**src/rtl/cordic_freq_sweep.sv**
```systemverilog
// Frequency-sweep controller that steps the CORDIC accumulator frequency code from min to max with a programmable dwell.
// Define CORDIC_SWEEP_TRIANGLE_EN to add a DOWN ramp, which turns the sawtooth sweep into a triangle sweep.
module cordic_freq_sweep #(
    parameter int FREQ_WIDTH  = 8,
    parameter int DWELL_WIDTH = 16
) (
    input  logic                   clk,
    input  logic                   rst_n,
    input  logic                   start_i,
    input  logic                   stop_i,
    input  logic                   continuous_i,
    input  logic [FREQ_WIDTH-1:0]  freq_min_i,
    input  logic [FREQ_WIDTH-1:0]  freq_max_i,
    input  logic [FREQ_WIDTH-1:0]  step_i,
    input  logic [DWELL_WIDTH-1:0] dwell_i,
    output logic [FREQ_WIDTH-1:0]  freq_o,
    output logic                   busy_o,
    output logic                   done_o,
    output logic                   err_o
);

    // state | meaning
    // IDLE  | no sweep; freq_o holds the last code
    // UP    | ramping the code upward, one step per dwell expiry
    // DOWN  | ramping the code downward (triangle build only)
    typedef enum logic [1:0] {
        IDLE = 2'd0,
        UP   = 2'd1
`ifdef CORDIC_SWEEP_TRIANGLE_EN
        , DOWN = 2'd2
`endif
    } state_t;

    state_t                 state_q, state_d;
    logic [FREQ_WIDTH-1:0]  freq_q, freq_d;
    logic [FREQ_WIDTH-1:0]  min_q, min_d, max_q, max_d, step_q, step_d;
    logic [DWELL_WIDTH-1:0] dwell_q, dwell_d, cnt_q, cnt_d;
    logic                   cont_q, cont_d, done_q, done_d, err_q, err_d;

    logic                  expire, at_max, cfg_ok;
    logic [FREQ_WIDTH:0]   sum;
    logic [FREQ_WIDTH-1:0] up_code;

    assign expire  = (cnt_q == dwell_q);
    assign at_max  = (freq_q == max_q);
    assign cfg_ok  = (freq_min_i <= freq_max_i) && (step_i != '0);
    // The sum carries one extra bit so a large step saturates at max instead of wrapping.
    assign sum     = {1'b0, freq_q} + {1'b0, step_q};
    assign up_code = (sum > {1'b0, max_q}) ? max_q : sum[FREQ_WIDTH-1:0];

`ifdef CORDIC_SWEEP_TRIANGLE_EN
    logic                  at_min;
    logic [FREQ_WIDTH:0]   diff, rs_sum;
    logic [FREQ_WIDTH-1:0] dn_code, restart_code;

    assign at_min       = (freq_q == min_q);
    assign diff         = {1'b0, freq_q} - {1'b0, step_q};
    assign dn_code      = (diff[FREQ_WIDTH] || (diff[FREQ_WIDTH-1:0] < min_q)) ? min_q : diff[FREQ_WIDTH-1:0];
    assign rs_sum       = {1'b0, min_q} + {1'b0, step_q};
    assign restart_code = (rs_sum > {1'b0, max_q}) ? max_q : rs_sum[FREQ_WIDTH-1:0];
`else
    logic [FREQ_WIDTH-1:0] restart_code;
    assign restart_code = min_q;
`endif

    always_ff @(posedge clk or negedge rst_n) begin
        if (!rst_n) begin
            state_q <= IDLE;
            freq_q  <= '0;
            min_q   <= '0;
            max_q   <= '0;
            step_q  <= '0;
            dwell_q <= '0;
            cnt_q   <= '0;
            cont_q  <= 1'b0;
            done_q  <= 1'b0;
            err_q   <= 1'b0;
        end else begin
            state_q <= state_d;
            freq_q  <= freq_d;
            min_q   <= min_d;
            max_q   <= max_d;
            step_q  <= step_d;
            dwell_q <= dwell_d;
            cnt_q   <= cnt_d;
            cont_q  <= cont_d;
            done_q  <= done_d;
            err_q   <= err_d;
        end
    end

    always_comb begin
        state_d = state_q;
        unique case (state_q)
            IDLE: if (start_i && cfg_ok) state_d = UP;
            UP: begin
                if (stop_i) begin
                    state_d = IDLE;
                end else if (expire && at_max) begin
`ifdef CORDIC_SWEEP_TRIANGLE_EN
                    if (min_q != max_q)  state_d = DOWN;
                    else if (!cont_q)    state_d = IDLE;
`else
                    if (!cont_q) state_d = IDLE;
`endif
                end
            end
`ifdef CORDIC_SWEEP_TRIANGLE_EN
            DOWN: begin
                if (stop_i)                  state_d = IDLE;
                else if (expire && at_min)   state_d = cont_q ? UP : IDLE;
            end
`endif
            default: state_d = IDLE;
        endcase
    end

    always_comb begin
        freq_d  = freq_q;
        min_d   = min_q;
        max_d   = max_q;
        step_d  = step_q;
        dwell_d = dwell_q;
        cont_d  = cont_q;
        cnt_d   = cnt_q;
        done_d  = 1'b0;
        err_d   = 1'b0;
        unique case (state_q)
            IDLE: begin
                if (start_i) begin
                    if (cfg_ok) begin
                        min_d   = freq_min_i;
                        max_d   = freq_max_i;
                        step_d  = step_i;
                        dwell_d = dwell_i;
                        cont_d  = continuous_i;
                        freq_d  = freq_min_i;
                        cnt_d   = '0;
                    end else begin
                        err_d = 1'b1;
                    end
                end
            end
            UP: begin
                if (stop_i) begin
                    cnt_d = '0;
                end else begin
                    cnt_d = expire ? '0 : cnt_q + 1'b1;
                    if (expire) begin
                        if (!at_max)                  freq_d = up_code;
`ifdef CORDIC_SWEEP_TRIANGLE_EN
                        else if (min_q != max_q)      freq_d = dn_code;
`endif
                        else if (cont_q)              freq_d = restart_code;
                        else                          done_d = 1'b1;
                    end
                end
            end
`ifdef CORDIC_SWEEP_TRIANGLE_EN
            DOWN: begin
                if (stop_i) begin
                    cnt_d = '0;
                end else begin
                    cnt_d = expire ? '0 : cnt_q + 1'b1;
                    if (expire) begin
                        if (!at_min)      freq_d = dn_code;
                        else if (cont_q)  freq_d = restart_code;
                        else              done_d = 1'b1;
                    end
                end
            end
`endif
            default: cnt_d = '0;
        endcase
    end

    assign freq_o = freq_q;
    assign busy_o = (state_q != IDLE);
    assign done_o = done_q;
    assign err_o  = err_q;

endmodule

```
**config.mk**
```make
export PLATFORM = sky130hd
export DESIGN_NAME = cordic_freq_sweep
export DESIGN_NICKNAME = d
export VERILOG_FILES = /design/src/rtl/cordic_freq_sweep.sv
export SDC_FILE = /design/constraint.sdc
export NUM_CORES = 1
export LEC_CHECK = 0
export CORE_MARGIN = 8
export CORE_UTILIZATION = 45
export CTS_CLUSTER_DIAMETER = 50
export DETAILED_ROUTE_END_ITERATION = 7
export PLACE_DENSITY = 0.68
export SLEW_MARGIN = 20
export SYNTH_ARGS = -nofsm -noshare
export SYNTH_HDL_FRONTEND = slang
export SYNTH_SLANG_ARGS = --single-unit
```
**constraint.sdc**
```tcl
create_clock -name clk -period 4.4 [get_ports clk]
set_input_delay 0.88 -clock clk [delete_from_list [all_inputs] [get_ports clk]]
set_output_delay 0.88 -clock clk [all_outputs]
set_load 0.01 [all_outputs]
```
==> results.cfg, run 1 <==
[global_routing]
grt_start_max_net_pins = 40
global_route_usage_over_all_layers_pct = 15.8
grt_pass1_wl_um = 16200
grt_antenna_before_repair = 0
grt_pass1_vias = 3204
globalRoute.totalOverflow = 0

[layout]
number_of_nets_in_the_layout = 520
stdcell_area_um2 = 4880
num_antenna_cells = 0
final_layout_size_suffix_gt1_share_pct = 15.0
nFillCells = 766
synthToLayoutAreaGrowth_pct = 21.1

[placed_design]
placed_cell_area_um2 = 4660
finalWeightedCongestion = 0.804
dp_hpwl_um = 7120
portBuffers = 55

[detailed_routing]
drtIter0Drc = 195
post_drt_wl_per_cell_um = 16.8
avgViaCountPerCell = 5.52
routed-via-count = 3104
postRouteAntennaNets = 0
dr.pass1.iters = 4
finalWirelength_um = 9460
remaining_drc_errors = 0

[yosys]
leading_area_contributor_after_synthesis = sky130_fd_sc_hd__dfrtp_1
syn-cell-area_um2 = 4030
synth-compound-area-share_pct = 16.2
ys_top_cells_by_area = sky130_fd_sc_hd__dfrtp_1 42%, sky130_fd_sc_hd__mux2_2 8.7%, sky130_fd_sc_hd__ha_1 7.8%, sky130_fd_sc_hd__o21ai_0 6.2%, sky130_fd_sc_hd__xnor2_1 4.6%
largest_family_of_logic_cells_by_synthesized_area = compound AO/OA/AOI/OAI gates
synth_top_area_share_pct = 42.2
ys_seq_elements = 68
synth_cells = 393
ys.flop_type = sky130_fd_sc_hd__dfrtp_1
synthArstFlopShare_pct = 100
synth_xor_xnor_area_share_pct = 6.52
synthesis.nets = 464
number_of_synthesized_flops_with_an_enable_pin = 0
synth.distinct_cells = 51
synth.yosys.warnings = 0
simple_gate_fraction_of_synth_area_pct = 11.8
avgSynthCellArea_um2 = 10.3
yosys.area_share.adder_pct = 8.26
synthMuxAreaShare_pct = 10.6
sequential_share_of_the_synthesized_area_pct = 42.2

[die]
core_region_area_um2 = 8720
site_row_count = 34
die_height_um = 111
dieWidth_um = 111
pin_count = 56
initial_util_pct = 46.2
fp.dieArea_um2 = 12200

[worst_setup_path]
worstSetupPathType = reg2reg
worst_path_arrival_ns = 3.85
start_kind = flop
required_ns = 4.64
cp_max_fo = 9
critPathCaptureType = flop

[clock_tree]
clkSlewWorstSetupHoldPaths_ns = 0.07
tritoncts_buffer_count = 9
postCtsResizedCells = 0
postCtsSetupBuffers = 0
cts.sinks = 68
cts_root_buffer = sky130_fd_sc_hd__clkbuf_8
cts_max_level = 3
clk-insertion-delay-late_ns = 0.35
cts_tree = done
post_cts_hold_buffer_count = 0
max-clock-path-buffers = 2

[timing]
hold_viol_final = 0
achievable-frequency_mhz = 277
skew_ns = 0.00651
final.setup.tns_ns = 0
setup_viol = 0
tightest_slew_ns = 0.660
timing_max_transition_violations_final = 0
grt_setup_unrepaired = no
fin_crit_sh_pct = 82.1
relSlewSlack_pct = 56.0
final_period_minus_worst_setup_slack_ns = 3.61

[pwr]
vdd.ir_drop.worst_mv = 0.304
pwr_density_cell_nw_per_um2 = 676
static-leakage-power_uw = 0.00208

[outcome]
outcome = completed

[hold_path]
class_of_the_most_critical_hold_timing_path = reg2reg

[run]
cap_violations = 0
==> critical path: stages (launching register included) <==
cell and delay (ns):
sky130_fd_sc_hd__dfrtp_1 0.48, sky130_fd_sc_hd__ha_1 0.33, sky130_fd_sc_hd__a21oi_1 0.21, sky130_fd_sc_hd__o211ai_1 0.18, sky130_fd_sc_hd__o41ai_1 0.43, sky130_fd_sc_hd__xnor2_1 0.16, sky130_fd_sc_hd__ha_1 0.31, sky130_fd_sc_hd__o21ai_0 0.08
sky130_fd_sc_hd__o21ai_0 0.15, sky130_fd_sc_hd__o21ai_0 0.16, sky130_fd_sc_hd__o22ai_4 0.35, sky130_fd_sc_hd__mux2i_1 0.31, sky130_fd_sc_hd__a21oi_1 0.12, sky130_fd_sc_hd__o22a_2 0.23
==> sequential cells by signal, indices dropped and copies added (netlist names) <==
signal	count
max_q	8
err_o	1
dwell_q	16
done_o	1
cont_q	1
state_q	1
min_q	8
step_q	8
cnt_q	16
freq_o	8
==> placed cells by master, fill, tap and decap left out, types with 2 or more instances in the layout <==
cell type,n
sky130_fd_sc_hd__inv_1,23
sky130_fd_sc_hd__mux2i_1,8
sky130_fd_sc_hd__bufinv_16,2
sky130_fd_sc_hd__clkinv_2,3
sky130_fd_sc_hd__and3_1,2
sky130_fd_sc_hd__nand2_2,2
sky130_fd_sc_hd__nand4_1,9
sky130_fd_sc_hd__nor2b_1,10
sky130_fd_sc_hd__a211oi_1,2
sky130_fd_sc_hd__a22o_1,2
sky130_fd_sc_hd__a31oi_1,3
sky130_fd_sc_hd__mux2_2,31
sky130_fd_sc_hd__buf_4,2
sky130_fd_sc_hd__o21ai_2,2
sky130_fd_sc_hd__o22a_2,5
sky130_fd_sc_hd__o41ai_1,2
sky130_fd_sc_hd__a21oi_1,14
sky130_fd_sc_hd__o31ai_1,7
sky130_fd_sc_hd__nor3_1,3
sky130_fd_sc_hd__xor2_1,9
sky130_fd_sc_hd__clkbuf_8,10
sky130_fd_sc_hd__o22ai_1,2
sky130_fd_sc_hd__ha_1,25
sky130_fd_sc_hd__nor2_1,14
sky130_fd_sc_hd__clkdlybuf4s50_1,54
sky130_fd_sc_hd__o21ai_0,50
sky130_fd_sc_hd__o21ai_1,2
sky130_fd_sc_hd__nand2b_1,2
sky130_fd_sc_hd__nor4_1,5
sky130_fd_sc_hd__nand3_1,9
sky130_fd_sc_hd__xnor2_1,21
sky130_fd_sc_hd__dfrtp_1,68
sky130_fd_sc_hd__nand2_1,28
==> area by class of cell <==
class / count / area, um2 / share of cell area [%]
timing repair buffer: 58 / 581 / 11.9
sequential: 68 / 1700 / 34.9
inverter: 24 / 90.1 / 1.85
clock buffer: 11 / 141 / 2.90
tap: 108 / 135 / 2.77
clock inverter: 5 / 75.1 / 1.54
multi-input combinational: 288 / 2160 / 44.2
==> power breakdown <==
part,leakage [uW],internal (uW),switching [uW],total [uW]
clock network,0.000113,332,242,574
registers,0.000843,803,194,997
logic,0.00113,857,868,1730
total,0.00208,1990,1300,3300
==> stage by stage <==
step           utilization (%)  power (uW)  instances  hold WS, ns  setup slack, ns
2_1_floorplan                -        2240        393        0.445             1.15
3_3_place_gp              53.5        2640        546        0.461            0.959
3_5_place_dp              53.5        2710        546        0.476            0.901
4_1_cts                   56.0        3310        562        0.491            0.808
5_1_grt                   56.0        3550        562        0.529            0.552
6_report                  56.0        3300        562        0.486            0.788
==> synthesized netlist by cell type, drive strengths merged (3+ instances only) <==
cell and number:
a31oi 3, inv 24, nand2 30, o31ai 7, buf 9, mux2 31
o22ai 3, nand2b 3, o22a 6, ha 25, a21oi 14, and3 3
o21ai 54, nor2b 10, xnor2 21, nor3 4, nand4 9, xor2 9
nand3 9, nor2 15, dfrtp 68, clkbuf 4, mux2i 8, nor4 6
==> cells by family (layout without fill, tap and decap cells) <==
kind of cell	count (synthesis)	count (layout)
fa+ha+maj	26	26
simple gates	91	91
mux	39	39
buf+inv	37	98
compound gates	102	102
flops	68	68
xor+xnor	30	30
==> routing by layer <==
metal	global-route usage, %	vias up	part of all wire, %
li1	-	1520	-
met1	21.7	1504	49
met2	23.8	66	46
met3	3.19	14	3.8
met4	6.13	0	1.3
met5	0	-	0
==> final timing paths <==
path | slack (ns) | from | depth (start not counted) | end
hold / removal | 0.49 | min_q[0] | 2 | min_q[0]
min in group asynchronous | 0.56 | rst_n | 1 | max_q[1]
setup reg to reg | 0.79 | freq_o[1] | 13 | freq_o[6]
max in group asynchronous | 2.88 | rst_n | 2 | cnt_q[15]
setup / recovery | 0.79 | freq_o[1] | 13 | freq_o[6]
hold reg to reg | 0.49 | min_q[0] | 2 | min_q[0]
Note: power is estimated with default switching activity, not from simulation.
==> inputs of run 2 (changes only) <==
clock period = 3.4 ns   (was 4.4 ns; I/O delays follow)
==> results.cfg, run 2 (same netlist as run 1, synthesis figures left out) <==
[worst_setup_path]
start_kind = flop
cp_max_fo = 6
regToRegSetupSlack_ns = 0.10
worst_path_arrival_ns = 3.54
rr_worst_depth = 15
worst_r2r_startpoint = freq_o[0]
worstSetupPathType = reg2reg
r2r-end = freq_o[6]
required_ns = 3.64
critPathCaptureType = flop

[pwr]
pwr_density_cell_nw_per_um2 = 943
static-leakage-power_uw = 0.00213
vdd.ir_drop.worst_mv = 0.653

[hold_path]
worstHoldStart = min_q[0]
whs_path_depth = 2
hold_end = min_q[0]
class_of_the_most_critical_hold_timing_path = reg2reg

[layout]
layout.cells.most_common = sky130_fd_sc_hd__dfrtp_1
number_of_nets_in_the_layout = 530
post-route-util_pct = 57.2
num_antenna_cells = 0
most_used_cells_in_the_layout_excluding_fill_and_tap_cells = 67 x sky130_fd_sc_hd__dfrtp_1, 54 x sky130_fd_sc_hd__clkdlybuf4s50_1, 48 x sky130_fd_sc_hd__o21ai_0, 30 x sky130_fd_sc_hd__mux2_2, 28 x sky130_fd_sc_hd__nand2_1
synthToLayoutAreaGrowth_pct = 23.8
final_layout_size_suffix_gt1_share_pct = 19.6
largest_registers = cnt_q: 16 flops, dwell_q: 16 flops

[global_routing]
grt_antenna_before_repair = 0
global_route_usage_over_all_layers_pct = 14.9
grt_pass1_vias = 3036
grt_pass1_wl_um = 15100
grt_start_max_net_pins = 69
globalRoute.totalOverflow = 0

[clock_tree]
cts_max_level = 3
cts_root_buffer = sky130_fd_sc_hd__clkbuf_8
tritoncts_buffer_count = 9
clkSlewWorstSetupHoldPaths_ns = 0.08
clk-insertion-delay-late_ns = 0.35
cts.sinks = 68
max-clock-path-buffers = 2
cts_tree = done

[outcome]
outcome = completed

[placed_design]
portBuffers = 55
dp_hpwl_um = 6740
finalWeightedCongestion = 0.820

[die]
dieWidth_um = 111
fp.dieArea_um2 = 12200
pin_count = 56
core_region_area_um2 = 8720
initial_util_pct = 46.2
die_height_um = 111
site_row_count = 34

[timing]
relSlewSlack_pct = 42.9
timing_max_transition_violations_final = 0
hold_viol_final = 0
achievable-frequency_mhz = 303
setup_viol = 0
skew_ns = 0.0103
whs_ns = 0.482
fin_crit_sh_pct = 97.1
tightest_slew_ns = 0.856
final_period_minus_worst_setup_slack_ns = 3.30

[detailed_routing]
finalWirelength_um = 9220
avgViaCountPerCell = 5.40
remaining_drc_errors = 0
drtIter0Drc = 148
routed-via-count = 3091
post_drt_wl_per_cell_um = 16.1
postRouteAntennaNets = 0
dr.pass1.iters = 7

[run]
cap_violations = 0
-- run 2: worst max-delay path, stage by stage, from the launching register on --
cell and delay [ns]:
sky130_fd_sc_hd__dfrtp_1 0.39, sky130_fd_sc_hd__ha_2 0.21, sky130_fd_sc_hd__fa_2 0.36, sky130_fd_sc_hd__a211oi_2 0.24, sky130_fd_sc_hd__o21bai_2 0.12, sky130_fd_sc_hd__a21oi_2 0.19
sky130_fd_sc_hd__xnor2_2 0.15, sky130_fd_sc_hd__ha_2 0.31, sky130_fd_sc_hd__nor2b_1 0.13, sky130_fd_sc_hd__nand4_1 0.08, sky130_fd_sc_hd__o21ai_1 0.09, sky130_fd_sc_hd__o22ai_4 0.27
sky130_fd_sc_hd__buf_6 0.16, sky130_fd_sc_hd__mux2i_1 0.19, sky130_fd_sc_hd__a21oi_1 0.09, sky130_fd_sc_hd__o22a_2 0.20
-- run 2: cell type report --
| class | instances | area [um2] |
|---|---|---|
| inverter | 24 | 90.1 |
| timing repair buffer | 68 | 651 |
| clock buffer | 10 | 138 |
| sequential | 68 | 1700 |
| tap | 108 | 135 |
| multi-input combinational | 288 | 2210 |
| clock inverter | 6 | 63.8 |
| fill | 731 | 3730 |
-- run 2: worst max path at each step --
stage / cells past startpoint / end / from
floorplan: 14 / freq_o[2] / freq_o[0]
global placement: 14 / freq_o[2] / freq_o[0]
detailed placement: 10 / cnt_q[12] / freq_max_i[7]
CTS: 14 / freq_o[2] / freq_o[0]
global route: 15 / freq_o[4] / freq_o[0]
finish: 15 / freq_o[6] / freq_o[0]
-- run 2: report_power, final --
group          total [uW]  switching (uW)  internal [uW]  leakage, uW
combinational        2740            1270           1470      0.00119
sequential           1280             238           1040     0.000842
clock                 686             329            357    0.0000983
-- run 2: what timing repair did --
item                                   4_1_cts  5_1_grt
hold buffers                                 0        0
endpoints found under the hold margin        0        0
setup buffers                                0        6
gates resized for setup                      3       13
setup endpoints to repair                    1        8
pin swaps                                    3        4
-- run 2: metrics by stage --
stage          setup slack [ns]  setup TNS (ns)  instance area (um2)  std cells  power (uW)
3_5_place_dp            -0.0500          -0.238                 4680        550        3490
2_1_floorplan             0.148               0                 4030        393        2900
4_1_cts                  0.0313               0                 4900        566        4250
5_1_grt                 -0.0196         -0.0324                 4990        572        5050
3_3_place_gp            -0.0484         -0.0484                 4680        550        3440
6_report                  0.100               0                 4990        572        4710
-- run 2: routing by layer --
metal	vias up	routed length [um]	track usage [%]
li1	1540	-	-
met1	1484	4480	20.1
met2	60	4240	22.3
met3	7	410	4.49
met4	0	84	4.50
met5	-	0	0
